--- config.mk ---
export PLATFORM = sky130hd
export DESIGN_NAME = pc_fetch_flat
export DESIGN_NICKNAME = d
export VERILOG_FILES = /design/src/rtl/pc_fetch_pkg.sv /design/src/rtl/pc_fetch_if.sv /design/src/rtl/pc_fetch_pc_next_mux.sv /design/src/rtl/pc_fetch.sv /design/src/flat_wrapper.sv
export SDC_FILE = /design/constraint.sdc
export NUM_CORES = 1
export LEC_CHECK = 0
export BUFFER_PORTS_ARGS = -buffer_cell sky130_fd_sc_hd__buf_2
export CAP_MARGIN = 20
export CORE_MARGIN = 1.5
export CORE_UTILIZATION = 47
export CTS_CLUSTER_DIAMETER = 100
export CTS_CLUSTER_SIZE = 10
export DETAILED_ROUTE_END_ITERATION = 7
export PLACE_DENSITY = 0.87
export SLEW_MARGIN = 25
export SYNTH_ARGS = -nofsm -noshare
export SYNTH_HDL_FRONTEND = slang
export SYNTH_SLANG_ARGS = --single-unit
export TNS_END_PERCENT = 100
--- constraint.sdc ---
create_clock -name clk -period 3 [get_ports clk]
set_input_delay 0.45 -clock clk [delete_from_list [all_inputs] [get_ports clk]]
set_output_delay 0.45 -clock clk [all_outputs]
set_load 0.05 [all_outputs]
--- src/rtl/pc_fetch_pkg.sv ---
// Shared definitions for the PC/fetch stage: FSM encodings, reset PC and
// pipeline stall constants.
package pc_fetch_pkg;

    localparam logic [1:0] S_IDLE = 2'd0;
    localparam logic [1:0] S_REQ  = 2'd1;
    localparam logic [1:0] S_DONE = 2'd2;

    localparam logic [31:0] RESET_PC_DEFAULT = 32'hBFC0_0000;
    localparam logic [31:0] PC_STEP_DEFAULT  = 32'd4;
    localparam logic [31:0] ZeroWord         = 32'h0000_0000;

    localparam logic Stop   = 1'b1;
    localparam logic NoStop = 1'b0;

endpackage

--- src/rtl/pc_fetch_if.sv ---
// Instruction-memory bus between the fetch stage (master) and memory (slave).
interface pc_fetch_if;

    logic        inst_req;
    logic [31:0] inst_addr;
    logic        inst_ack;
    logic [31:0] inst_rdata;

    modport master (
        output inst_req,
        output inst_addr,
        input  inst_ack,
        input  inst_rdata
    );

    modport slave (
        input  inst_req,
        input  inst_addr,
        output inst_ack,
        output inst_rdata
    );

endinterface

--- src/rtl/pc_fetch_pc_next_mux.sv ---
// Next-PC selection when leaving S_DONE: pending redirect, then a same-cycle
// branch, then sequential advance (wraps modulo 2^32).
module pc_next_mux
    import pc_fetch_pkg::*;
#(
    parameter logic [31:0] PC_STEP = PC_STEP_DEFAULT
) (
    input  logic        pend_valid_i,
    input  logic [31:0] pend_target_i,
    input  logic        branch_i,
    input  logic [31:0] branch_target_i,
    input  logic [31:0] pc_i,
    output logic [31:0] pc_next_o
);

    always_comb begin
        if (pend_valid_i) begin
            pc_next_o = pend_target_i;
        end else if (branch_i) begin
            pc_next_o = branch_target_i;
        end else begin
            pc_next_o = pc_i + PC_STEP;
        end
    end

endmodule

--- src/rtl/pc_fetch.sv ---
// PC register and instruction fetch FSM: one outstanding request at a time,
// redirects during an outstanding request are deferred until its ack.
module pc_fetch
    import pc_fetch_pkg::*;
#(
    parameter logic [31:0] RESET_PC = RESET_PC_DEFAULT,
    parameter logic [31:0] PC_STEP  = PC_STEP_DEFAULT
) (
    input  logic              clk,
    input  logic              resetn,
    input  logic [5:0]        stall,
    input  logic              branch_flag,
    input  logic [31:0]       branch_target_address,
    pc_fetch_if.master        imem,
    output logic [31:0]       if_pc,
    output logic [31:0]       if_inst,
    output logic              stallreq_if
);

    logic [1:0]  state_q, state_d;
    logic [31:0] pc_q, pc_d;
    logic [31:0] buf_q, buf_d;
    logic        kill_q, kill_d;
    logic        pend_vld_q, pend_vld_d;
    logic [31:0] pend_tgt_q, pend_tgt_d;
    logic [31:0] pc_seq_next;
    logic        stall_unused;

    assign stall_unused = ^stall[5:1];

    pc_next_mux #(
        .PC_STEP (PC_STEP)
    ) u_next_mux (
        .pend_valid_i    (pend_vld_q),
        .pend_target_i   (pend_tgt_q),
        .branch_i        (branch_flag),
        .branch_target_i (branch_target_address),
        .pc_i            (pc_q),
        .pc_next_o       (pc_seq_next)
    );

    always_comb begin
        state_d    = state_q;
        pc_d       = pc_q;
        buf_d      = buf_q;
        kill_d     = kill_q;
        pend_vld_d = pend_vld_q;
        pend_tgt_d = pend_tgt_q;
        case (state_q)
            S_IDLE: state_d = S_REQ;
            S_REQ: begin
                if (imem.inst_ack) begin
                    // A killed response is dropped and the redirect is issued
                    // as a fresh request; a same-cycle branch is the newest target.
                    if (kill_q || branch_flag) begin
                        pc_d       = branch_flag ? branch_target_address : pend_tgt_q;
                        kill_d     = 1'b0;
                        pend_vld_d = 1'b0;
                    end else begin
                        buf_d   = imem.inst_rdata;
                        state_d = S_DONE;
                    end
                end else if (branch_flag) begin
                    kill_d     = 1'b1;
                    pend_vld_d = 1'b1;
                    pend_tgt_d = branch_target_address;
                end
            end
            S_DONE: begin
                if (stall[0] == Stop) begin
                    if (branch_flag) begin
                        pend_vld_d = 1'b1;
                        pend_tgt_d = branch_target_address;
                    end
                end else begin
                    pc_d       = pc_seq_next;
                    pend_vld_d = 1'b0;
                    state_d    = S_REQ;
                end
            end
            default: state_d = S_IDLE;
        endcase
    end

    always_ff @(posedge clk or posedge resetn) begin
        if (resetn) begin
            state_q    <= S_IDLE;
            pc_q       <= RESET_PC;
            buf_q      <= ZeroWord;
            kill_q     <= 1'b0;
            pend_vld_q <= 1'b0;
            pend_tgt_q <= ZeroWord;
        end else begin
            state_q    <= state_d;
            pc_q       <= pc_d;
            buf_q      <= buf_d;
            kill_q     <= kill_d;
            pend_vld_q <= pend_vld_d;
            pend_tgt_q <= pend_tgt_d;
        end
    end

    assign imem.inst_req  = (state_q == S_REQ);
    assign imem.inst_addr = pc_q;
    assign stallreq_if    = (state_q == S_REQ);
    assign if_pc          = pc_q;
    assign if_inst        = (state_q == S_DONE) ? buf_q : ZeroWord;

endmodule

--- src/flat_wrapper.sv ---
// flat-port wrapper written by rule: the top's interface ports become plain ports
module pc_fetch_flat import pc_fetch_pkg::*;
#(
    parameter logic [31:0] RESET_PC = RESET_PC_DEFAULT,
    parameter logic [31:0] PC_STEP  = PC_STEP_DEFAULT
)
  (clk, resetn, stall, branch_flag, branch_target_address, if_pc, if_inst, stallreq_if, imem_inst_req, imem_inst_addr, imem_inst_ack, imem_inst_rdata);
  pc_fetch_if imem_i ();
  input  logic clk;
  input  logic resetn;
  input  logic [5:0] stall;
  input  logic branch_flag;
  input  logic [31:0] branch_target_address;
  output logic [31:0] if_pc;
  output logic [31:0] if_inst;
  output logic stallreq_if;
  output wire logic [$bits(imem_i.inst_req)-1:0] imem_inst_req;
  output wire logic [$bits(imem_i.inst_addr)-1:0] imem_inst_addr;
  input wire logic [$bits(imem_i.inst_ack)-1:0] imem_inst_ack;
  input wire logic [$bits(imem_i.inst_rdata)-1:0] imem_inst_rdata;
  assign imem_inst_req = imem_i.inst_req;
  assign imem_inst_addr = imem_i.inst_addr;
  assign imem_i.inst_ack = imem_inst_ack;
  assign imem_i.inst_rdata = imem_inst_rdata;
  pc_fetch #(.RESET_PC(RESET_PC), .PC_STEP(PC_STEP)) u_core (.clk(clk), .resetn(resetn), .stall(stall), .branch_flag(branch_flag), .branch_target_address(branch_target_address), .imem(imem_i), .if_pc(if_pc), .if_inst(if_inst), .stallreq_if(stallreq_if));
endmodule
==> results of run 1 <==
[cell usage in the layout, fill, tap and decap left out, types with 5 or more instances in the layout]
master     count
dfstp_2        9
mux2i_1        7
buf_4         14
a21oi_1       32
a31oi_1       15
nor3_1        11
nand2b_1       7
o21ai_0       36
o211ai_1       5
o22a_1         5
buf_2        166
nor2_1        34
nand4_1        6
o221ai_1       9
and3_1         7
o22ai_1       10
and2_1        34
nand2_1       26
a22oi_1        7
dfrtp_1       91
mux2_2        64
clkbuf_16      9
inv_1          7
nand3_1       16
[routing by layer]
layer	vias up	part of all wire	GRT usage	wire (um)
li1	2303	-	-	-
met1	2435	0.43	0.308	6470
met2	215	0.48	0.401	7220
met3	25	0.071	0.0568	1070
met4	0	0.021	0.109	319
met5	-	0	0	0
[cell type report]
type                       count  area, sq um  area share
clock buffer                  13          270      0.0398
clock inverter                 3         67.6     0.00996
inverter                       8         33.8     0.00498
multi-input combinational    388         2760       0.407
sequential                   100         2510       0.371
tap                          147          184      0.0271
timing repair buffer         181          956       0.141
[power breakdown]
part / internal [mW] / switching, mW / total (mW)
registers: 2.10 / 0.684 / 2.78
clock network: 0.800 / 0.520 / 1.32
logic: 1.52 / 3.28 / 4.80
total: 4.42 / 4.48 / 8.91
[tightest hold or removal path: stages]
cell and delay, ns:
buf_2 0.11, clkinvlp_4 0.07, buf_12 0.41
[state kept, by name, indices dropped and copies added, names as in the netlist]
signal / count
u_core.buf_q: 32
u_core.if_pc: 32
u_core.kill_q: 1
u_core.pend_tgt_q: 32
u_core.pend_vld_q: 1
u_core.state_q: 2
[worst max-delay path by stage]
stage / start / slack, ns / end / cells past startpoint
6_report: u_core.state_q[0] / 0.52 / if_inst[25] / 5
5_1_grt: u_core.state_q[0] / 0.39 / if_inst[25] / 5
4_1_cts: u_core.state_q[0] / 0.52 / if_inst[25] / 5
3_5_place_dp: branch_flag / 0.65 / u_core.if_pc[16] / 6
3_3_place_gp: branch_flag / 0.72 / u_core.if_pc[16] / 6
2_1_floorplan: u_core.if_pc[2] / 0.58 / u_core.if_pc[30] / 6
[kinds of logic (layout without fill, tap and decap cells)]
family,Yosys count,after routing,synth area share
flops,100,100,0.440
mux,71,71,0.138
fa+ha+maj,4,4,0.00876
buf+inv,78,205,0.0782
compound gates,159,159,0.185
simple gates,154,154,0.149
==> results.py, run 1 <==
metrics = {
    "synthesis": {
        "synthTopCellsByArea": "dfrtp_1, mux2_2, buf_4",
        "async_flop_share": 1.00,
        "synth_edf_count": 0,
        "yosys.area.top_type": "dfrtp_1",
        "syn_area_sq_um": 5710,
        "avgSynthCellArea_sq_um": 10.1,
        "synth_common_cells": "dfrtp_1, mux2_2, o21ai_0, buf_4",
        "ys_ff_latch": 100,
        "syn_inst": 566,
        "synth_flop_cell": "dfrtp_1",
        "ys_seq_area_frac": 0.440,
        "yosysWarnings": 0,
        "syn_nets": 644,
        "synth_most_common_cell": "dfrtp_1",
        "synth_top_area_frac": 0.399,
        "synth.distinct_cells": 59,
    },
    "critical_path": {
        "cp_top_family": "buffers and inverters",
        "start_kind": "flop",
        "critPathArrivalTime_ns": 2.03,
        "r2r_slack_ns": 0.67,
        "crit_chain": "inv_1, ha_2, buf_4, and2_1, buf_2",
        "cp_slowest_cell": "dfrtp_1",
        "end_kind": "output port",
        "worstRegToRegCells": 5,
        "crit_required_ns": 2.55,
        "cp_max_fo": 36,
        "max_stage_delay_ns": 0.40,
        "critical_path_buf_inv_count": 3,
        "rr_endpoint": "u_core.if_pc[27]",
        "timing.rr.start": "u_core.if_pc[4]",
        "crit_type": "flop to output port",
    },
    "cts": {
        "clock-sinks": 100,
        "cts_tree": "built",
        "cts_resized": 0,
        "cts_buffer_depth": 2,
        "numCtsBuffers": 9,
        "insertion_delay_ns": 0.36,
        "cts_root_buf": "clkbuf_16",
        "post-cts-setup-buffers": 0,
        "hold_buffers": 0,
        "clkSlewWorstSetupHoldPaths_ns": 0.07,
        "htree_levels": 3,
    },
    "floorplanning": {
        "rows": 40,
        "io_pins": 172,
        "initial_utilization": 0.479,
        "dieArea_sq_um": 12800,
        "die-height_um": 113,
        "die_w_um": 113,
        "core_sq_um": 11900,
    },
    "finish": {
        "num_antenna_cells": 0,
        "fin_cells": 840,
        "fillers": 1044,
        "nets": 766,
        "drive_gt1_frac": 0.410,
        "fin_util": 0.570,
        "finalInstanceArea_sq_um": 6780,
        "area_delta_synth_final_pct": 18.8,
    },
    "route": {
        "vias_per_cell": 5.93,
        "vias": 4978,
        "wl_per_cell_um": 18.0,
        "drt_first_pass_iters": 5,
        "ant_nets": 0,
        "route.detailed.drc": 0,
        "drt-initial-drc-count": 287,
        "routed_wl_mm": 15.1,
    },
    "sta": {
        "worst_slack_ns": 0.521,
        "slew_headroom": 0.466,
        "layout_min_cycle_time_ns": 2.48,
        "slew_violations": 0,
        "finalCritPeriodShare": 0.826,
        "fmax_mhz": 403,
        "finClkSkew_ns": 0.00903,
        "grt_setup_unrepaired": "no",
        "timing.hold.ws_ns": 0.232,
        "setup_viol": 0,
        "hold_viol_final": 0,
        "tns_ns": 0,
        "worstMarginPinSlew_ns": 0.796,
    },
    "global_routing": {
        "grt_pass1_wl_mm": 24.7,
        "grt_max_degree": 101,
        "grt.total_usage": 0.244,
        "antenna_found_initial": 0,
        "grt.overflow.total": 0,
        "grt_pass1_vias": 4916,
    },
    "run_status": {
        "status": "complete, no violations",
    },
    "power_and_ir_drop": {
        "power.leakage_nw": 3.08,
        "p_per_area_nw_per_um2": 1310,
        "p_total_mw": 8.91,
        "ir_worst_vdd_mv": 0.627,
    },
    "placement": {
        "hpwlAfterDp_mm": 10.0,
        "place.gp.congestion": 0.801,
        "dp.cells": 824,
        "preCtsSetupSlack_ns": 0.651,
        "place_area_sq_um": 6450,
        "port_buffers": 166,
    },
    "min_path": {
        "hold_class": "input port to async pin",
    },
    "job": {
        "max_cap_violations": 0,
    },
}
No activity file was read; power rests on OpenSTA's default activity.
==> inputs of run 2 (changes only) <==
--- a/config.mk
+++ b/config.mk
@@ -5,14 +5,15 @@
 export SDC_FILE = /design/constraint.sdc
 export NUM_CORES = 1
 export LEC_CHECK = 0
+export ABC_AREA = 1
 export BUFFER_PORTS_ARGS = -buffer_cell sky130_fd_sc_hd__buf_2
 export CAP_MARGIN = 20
 export CORE_MARGIN = 1.5
-export CORE_UTILIZATION = 47
+export CORE_UTILIZATION = 50
 export CTS_CLUSTER_DIAMETER = 100
 export CTS_CLUSTER_SIZE = 10
 export DETAILED_ROUTE_END_ITERATION = 7
-export PLACE_DENSITY = 0.87
+export PLACE_DENSITY = 0.86
 export SLEW_MARGIN = 25
 export SYNTH_ARGS = -nofsm -noshare
 export SYNTH_HDL_FRONTEND = slang
==> constraint.sdc (replaced) <==
create_clock -name clk -period 2.54 [get_ports clk]
set_input_delay 0.381 -clock clk [delete_from_list [all_inputs] [get_ports clk]]
set_output_delay 0.381 -clock clk [all_outputs]
set_load 0.05 [all_outputs]
==> run 2 against run 1 <==
Net effect: critical path depth rose by 4; synthesized cell count is 58% higher; global-route usage up 0.17 points; design area grew 12%; clock power increased by 12%; area after synthesis increased by 14%; combinational power is 35% higher; clock skew rose by 0.00056 ns; count of clock-buffer cells in the layout decreased by 1; critical path type is now flop to flop; largest power group unchanged.
==> results.py, run 2 <==
metrics = {
    "floorplanning": {
        "io_pins": 172,
        "core_sq_um": 12700,
        "dieArea_sq_um": 13700,
        "initial_utilization": 0.515,
        "rows": 41,
        "die_w_um": 117,
        "die-height_um": 117,
    },
    "cts": {
        "cts_root_buf": "clkbuf_16",
        "cts_resized": 0,
        "cts_tree": "built",
        "clkSlewWorstSetupHoldPaths_ns": 0.07,
        "hold_buffers": 0,
        "insertion_delay_ns": 0.35,
        "post-cts-setup-buffers": 0,
        "htree_levels": 3,
        "cts_buffer_depth": 2,
        "numCtsBuffers": 9,
        "clock-sinks": 100,
    },
    "power_and_ir_drop": {
        "p_per_area_nw_per_um2": 1470,
        "ir_worst_vdd_mv": 0.920,
        "power.leakage_nw": 4.12,
        "p_total_mw": 11.2,
    },
    "route": {
        "vias_per_cell": 5.10,
        "routed_wl_mm": 16.1,
        "drt-initial-drc-count": 458,
        "vias": 6067,
        "ant_nets": 0,
        "drt_first_pass_iters": 5,
        "wl_per_cell_um": 13.5,
        "route.detailed.drc": 0,
    },
    "finish": {
        "fin_cells": 1190,
        "final_cell_mix": "nand2_1, buf_2, inv_1, dfrtp_1, a21oi_1",
        "layout_commonest_cell": "nand2_1",
        "num_antenna_cells": 0,
        "drive_gt1_frac": 0.268,
        "area_delta_synth_final_pct": 16.5,
        "nets": 1091,
        "finalInstanceArea_sq_um": 7600,
    },
    "sta": {
        "setup_viol": 0,
        "tns_ns": 0,
        "layout_min_cycle_time_ns": 2.18,
        "grt_setup_unrepaired": "no",
        "fmax_mhz": 459,
        "slew_violations": 0,
        "worstMarginPinSlew_ns": 0.636,
        "finClkSkew_ns": 0.00960,
        "hold_viol_final": 0,
        "slew_headroom": 0.575,
        "finalCritPeriodShare": 0.858,
    },
    "placement": {
        "place_area_sq_um": 7280,
        "dp.cells": 1174,
        "hpwlAfterDp_mm": 11.4,
        "place.gp.congestion": 0.856,
        "port_buffers": 166,
    },
    "synthesis": {
        "ys_ff_latch": 100,
        "synth_edf_count": 0,
        "synth_common_cells": "nand2_1, inv_1, dfrtp_1, a21oi_1, nor2_1",
        "synth_top_area_frac": 0.349,
        "yosysWarnings": 0,
        "yosys.area.top_type": "dfrtp_1",
        "syn_inst": 897,
        "syn_nets": 975,
        "synthTopCellsByArea": "dfrtp_1, nand2_1, inv_1",
        "synth.distinct_cells": 39,
        "ys_seq_area_frac": 0.385,
        "synth_flop_cell": "dfrtp_1",
        "async_flop_share": 1.00,
        "syn_area_sq_um": 6520,
        "avgSynthCellArea_sq_um": 7.27,
        "synth_most_common_cell": "nand2_1",
    },
    "global_routing": {
        "grt.overflow.total": 0,
        "grt_max_degree": 57,
        "grt.total_usage": 0.246,
        "antenna_found_initial": 1,
        "grt_pass1_wl_mm": 26.2,
        "grt_pass1_vias": 5711,
    },
    "critical_path": {
        "cp_slowest_cell": "inv_2",
        "worstRegToRegCells": 9,
        "critPathMostFrequentCell": "inv_1",
        "timing.rr.start": "u_core.state_q[1]",
        "critPathArrivalTime_ns": 2.42,
        "rr_endpoint": "u_core.if_pc[1]",
        "cp_max_fo": 34,
        "end_kind": "flop",
        "path_depth": 9,
        "crit_chain": "inv_1, ha_1, inv_1, nor2_1, nor2_4, nand3_4, inv_2, o21ai_2, mux2_1",
        "crit_type": "flop to flop",
        "max_stage_delay_ns": 0.48,
        "crit_required_ns": 2.78,
        "critical_path_buf_inv_count": 3,
        "start_kind": "flop",
        "cp_top_family": "buffers and inverters",
        "r2r_slack_ns": 0.36,
    },
    "run_status": {
        "status": "complete, no violations",
    },
    "min_path": {
        "hold_class": "input port to async pin",
    },
    "job": {
        "max_cap_violations": 0,
    },
}
## run 2: cell types whose count changed after synthesis, sizes merged, moves of 13 or more
cell   previous run  this run
inv               8       133
o21ai            37        73
nand3            16        35
nand2            26       230
buf              45        60
a21oi            32        89
mux2             64        34
nor3             13         0
a31oi            15         1
and2             35         3
nor2             34        92
## run 2: cells by family (layout without fill, tap and decap cells)
kind of cell / after synthesis / after routing / synth area share
and+or+nand+nor: 360 / 360 / 0.241
buffers and inverters: 208 / 329 / 0.144
AOI/OAI and AO/OA: 187 / 187 / 0.158
DFF: 100 / 100 / 0.385
muxes: 34 / 34 / 0.0587
adders and majority gates: 4 / 4 / 0.00767
xor gates and xnor gates: 4 / 4 / 0.00537
## run 2: power by group
| part | switching [mW] | total (mW) | leakage (nW) | internal (mW) |
|---|---|---|---|---|
| Clock | 0.595 | 1.48 | 0.153 | 0.890 |
| Sequential | 0.747 | 3.22 | 1.20 | 2.47 |
| Combinational | 4.69 | 6.47 | 2.77 | 1.78 |
| Total | 6.03 | 11.2 | 4.12 | 5.14 |
## run 2: routing by layer
layer	GRT usage	wire (um)	vias to the layer above
li1	-	-	3027
met1	0.299	6720	2751
met2	0.416	7690	268
met3	0.0778	1440	19
met4	0.0771	229	2
met5	0	12	-
## run 2: stage by stage
stage | setup slack [ns] | hold WS (ns) | utilization
2_1_floorplan | 0.485 | 0.479 | -
3_3_place_gp | 0.472 | 0.408 | 0.575
3_5_place_dp | 0.373 | 0.415 | 0.575
4_1_cts | 0.338 | 0.0352 | 0.600
5_1_grt | 0.194 | 0.0415 | 0.600
6_report | 0.360 | 0.0339 | 0.600
## run 2: cell type report
cell class	count	area, sq um
clock buffers	12	246
clock inverters	4	72.6
fillers	1124	5070
inverters	133	503
multi-input cells	589	3070
flip-flops and latches	100	2510
well taps	172	215
repair buffers	180	973
## run 2: worst max path at each step
| stage | startpoint | to |
|---|---|---|
| after floorplan | u_core.state_q[1] | u_core.if_pc[0] |
| after global placement | u_core.state_q[1] | u_core.if_pc[1] |
| after detailed placement | u_core.state_q[1] | u_core.if_pc[1] |
| after CTS | u_core.state_q[0] | if_inst[5] |
| after global routing | u_core.state_q[1] | u_core.if_pc[0] |
| final | u_core.state_q[1] | u_core.if_pc[1] |
==> inputs of run 3 (changes only) <==
--- a/config.mk
+++ b/config.mk
@@ -6,7 +6,7 @@
 export NUM_CORES = 1
 export LEC_CHECK = 0
 export ABC_AREA = 1
-export BUFFER_PORTS_ARGS = -buffer_cell sky130_fd_sc_hd__buf_2
+export BUFFER_PORTS_ARGS = -buffer_cell sky130_fd_sc_hd__clkbuf_2
 export CAP_MARGIN = 20
 export CORE_MARGIN = 1.5
 export CORE_UTILIZATION = 50
==> run 3 against run 2 <==
Net effect: sequential power is essentially flat; count of clock-buffer cells in the layout grew 1; worst setup slack gained 0.054 ns; die area is the same; sequential share of layout area grew 0.093 points; utilization shrank 0.17 points; combinational power is essentially flat; largest power group unchanged; hold slack gained 0.095 ns; wire length grew 1.0%; design area shrank 0.28%; non-clock buffer count grew 1; clock power shrank 5%; critical endpoint is now if_inst[23].
==> results.py, run 3 (synthesized netlist as in run 2, its figures left out) <==
metrics = {
    "route": {
        "ant_nets": 0,
        "drt_first_pass_iters": 7,
        "vias_per_cell": 5.07,
        "drt-initial-drc-count": 489,
        "route.detailed.drc": 0,
        "routed_wl_mm": 16.3,
        "wl_per_cell_um": 13.7,
        "vias": 6034,
    },
    "critical_path": {
        "start_kind": "flop",
        "cp_max_fo": 28,
        "worstRegToRegCells": 9,
        "critical_path_buf_inv_count": 4,
        "critPathArrivalTime_ns": 1.75,
        "rr_endpoint": "u_core.if_pc[1]",
        "crit_chain": "inv_1, ha_1, buf_4, nand2_1, inv_1, clkbuf_2",
        "r2r_slack_ns": 0.42,
        "cp_slowest_cell": "dfrtp_1",
        "cp_top_family": "buffers and inverters",
        "crit_required_ns": 2.16,
        "end_kind": "output port",
        "crit_type": "flop to output port",
        "critPathMostFrequentCell": "inv_1",
        "timing.rr.start": "u_core.state_q[1]",
        "max_stage_delay_ns": 0.38,
    },
    "job": {
        "max_cap_violations": 0,
    },
    "run_status": {
        "status": "complete, no violations",
    },
    "finish": {
        "finalInstanceArea_sq_um": 7580,
        "area_delta_synth_final_pct": 16.2,
        "final_cell_mix": "nand2_1, clkbuf_2, inv_1, dfrtp_1, a21oi_1",
        "drive_gt1_frac": 0.268,
        "layout_commonest_cell": "nand2_1",
        "nets": 1092,
        "num_antenna_cells": 0,
    },
    "cts": {
        "cts_resized": 0,
        "numCtsBuffers": 9,
        "hold_buffers": 0,
        "post-cts-setup-buffers": 0,
        "cts_buffer_depth": 2,
        "insertion_delay_ns": 0.36,
        "cts_tree": "built",
        "clkSlewWorstSetupHoldPaths_ns": 0.08,
        "htree_levels": 3,
        "cts_root_buf": "clkbuf_16",
        "clock-sinks": 100,
    },
    "sta": {
        "finalCritPeriodShare": 0.837,
        "slew_violations": 0,
        "finClkSkew_ns": 0.0149,
        "hold_viol_final": 0,
        "layout_min_cycle_time_ns": 2.13,
        "tns_ns": 0,
        "worst_slack_ns": 0.414,
        "setup_viol": 0,
        "slew_headroom": 0.521,
        "fmax_mhz": 470,
        "worstMarginPinSlew_ns": 0.717,
        "grt_setup_unrepaired": "no",
    },
    "floorplanning": {
        "dieArea_sq_um": 13700,
        "initial_utilization": 0.515,
        "io_pins": 172,
        "core_sq_um": 12700,
        "rows": 41,
        "die_w_um": 117,
        "die-height_um": 117,
    },
    "placement": {
        "hpwlAfterDp_mm": 11.5,
        "place_area_sq_um": 7290,
        "place.gp.congestion": 0.859,
        "preCtsSetupSlack_ns": 0.426,
        "port_buffers": 166,
    },
    "global_routing": {
        "grt_pass1_vias": 5556,
        "grt_pass1_wl_mm": 26.3,
        "grt_max_degree": 65,
        "grt.overflow.total": 0,
        "grt.total_usage": 0.246,
        "antenna_found_initial": 0,
    },
    "power_and_ir_drop": {
        "ir_worst_vdd_mv": 0.832,
        "p_per_area_nw_per_um2": 1470,
        "power.leakage_nw": 4.11,
    },
    "min_path": {
        "hold_class": "input port to async pin",
    },
}
[run 3: cell types whose count changed in the layout (fill, tap and decap cells not counted)]
| cell | change |
|---|---|
| clkinv_2 | +1 |
| buf_2 | -166 |
| buf_4 | +1 |
| clkinvlp_4 | -1 |
| clkbuf_1 | +1 |
| clkbuf_2 | +166 |
| bufinv_16 | -1 |
[run 3: area by class of cell]
type	count	area [sq um]
flip-flops and latches	100	2510
multi-input cells	589	3070
clock inverters	3	40.0
clock buffers	13	250
fillers	1168	5090
repair buffers	181	981
inverters	133	503
well taps	172	215
[run 3: per-stage QoR]
stage	cells	util	power, mW	hold slack (ns)
floorplan	897	-	8.55	0.479
global placement	1175	0.575	9.52	0.487
detailed placement	1175	0.575	9.70	0.493
CTS	1191	0.598	11.1	0.139
global route	1191	0.598	11.9	0.179
finish	1191	0.598	11.1	0.129
[run 3: worst max path at each step]
stage,start,end,slack (ns),cells after the start
global placement,u_core.state_q[1],u_core.if_pc[1],0.47,9
CTS,u_core.state_q[0],if_inst[9],0.38,6
global route,u_core.state_q[1],u_core.if_pc[1],0.25,9
floorplan,u_core.state_q[1],u_core.if_pc[0],0.48,9
detailed placement,u_core.state_q[1],u_core.if_pc[1],0.43,9
finish,u_core.state_q[0],if_inst[23],0.41,6
[run 3: layer usage]
metal / vias to the layer above / global-route usage / routed length, um
li1: 3025 / - / -
met1: 2733 / 0.306 / 6990
met2: 249 / 0.400 / 7510
met3: 27 / 0.0613 / 1350
met4: 0 / 0.120 / 414
met5: - / 0 / 0
[run 3: report_power, final]
part           switching (mW)  total [mW]  internal (mW)
Sequential              0.774        3.24           2.47
Clock                   0.606        1.40          0.790
Combinational            4.70        6.47           1.77
[run 3: worst reg2reg max path, stage by stage, from the launching register on]
cell and delay [ns]:
dfrtp_1 0.34, inv_1 0.07, ha_1 0.25, inv_1 0.11, nor2_1 0.08, nor2_4 0.11, nand3_4 0.08, inv_2 0.47
o21ai_2 0.16, mux2_1 0.33
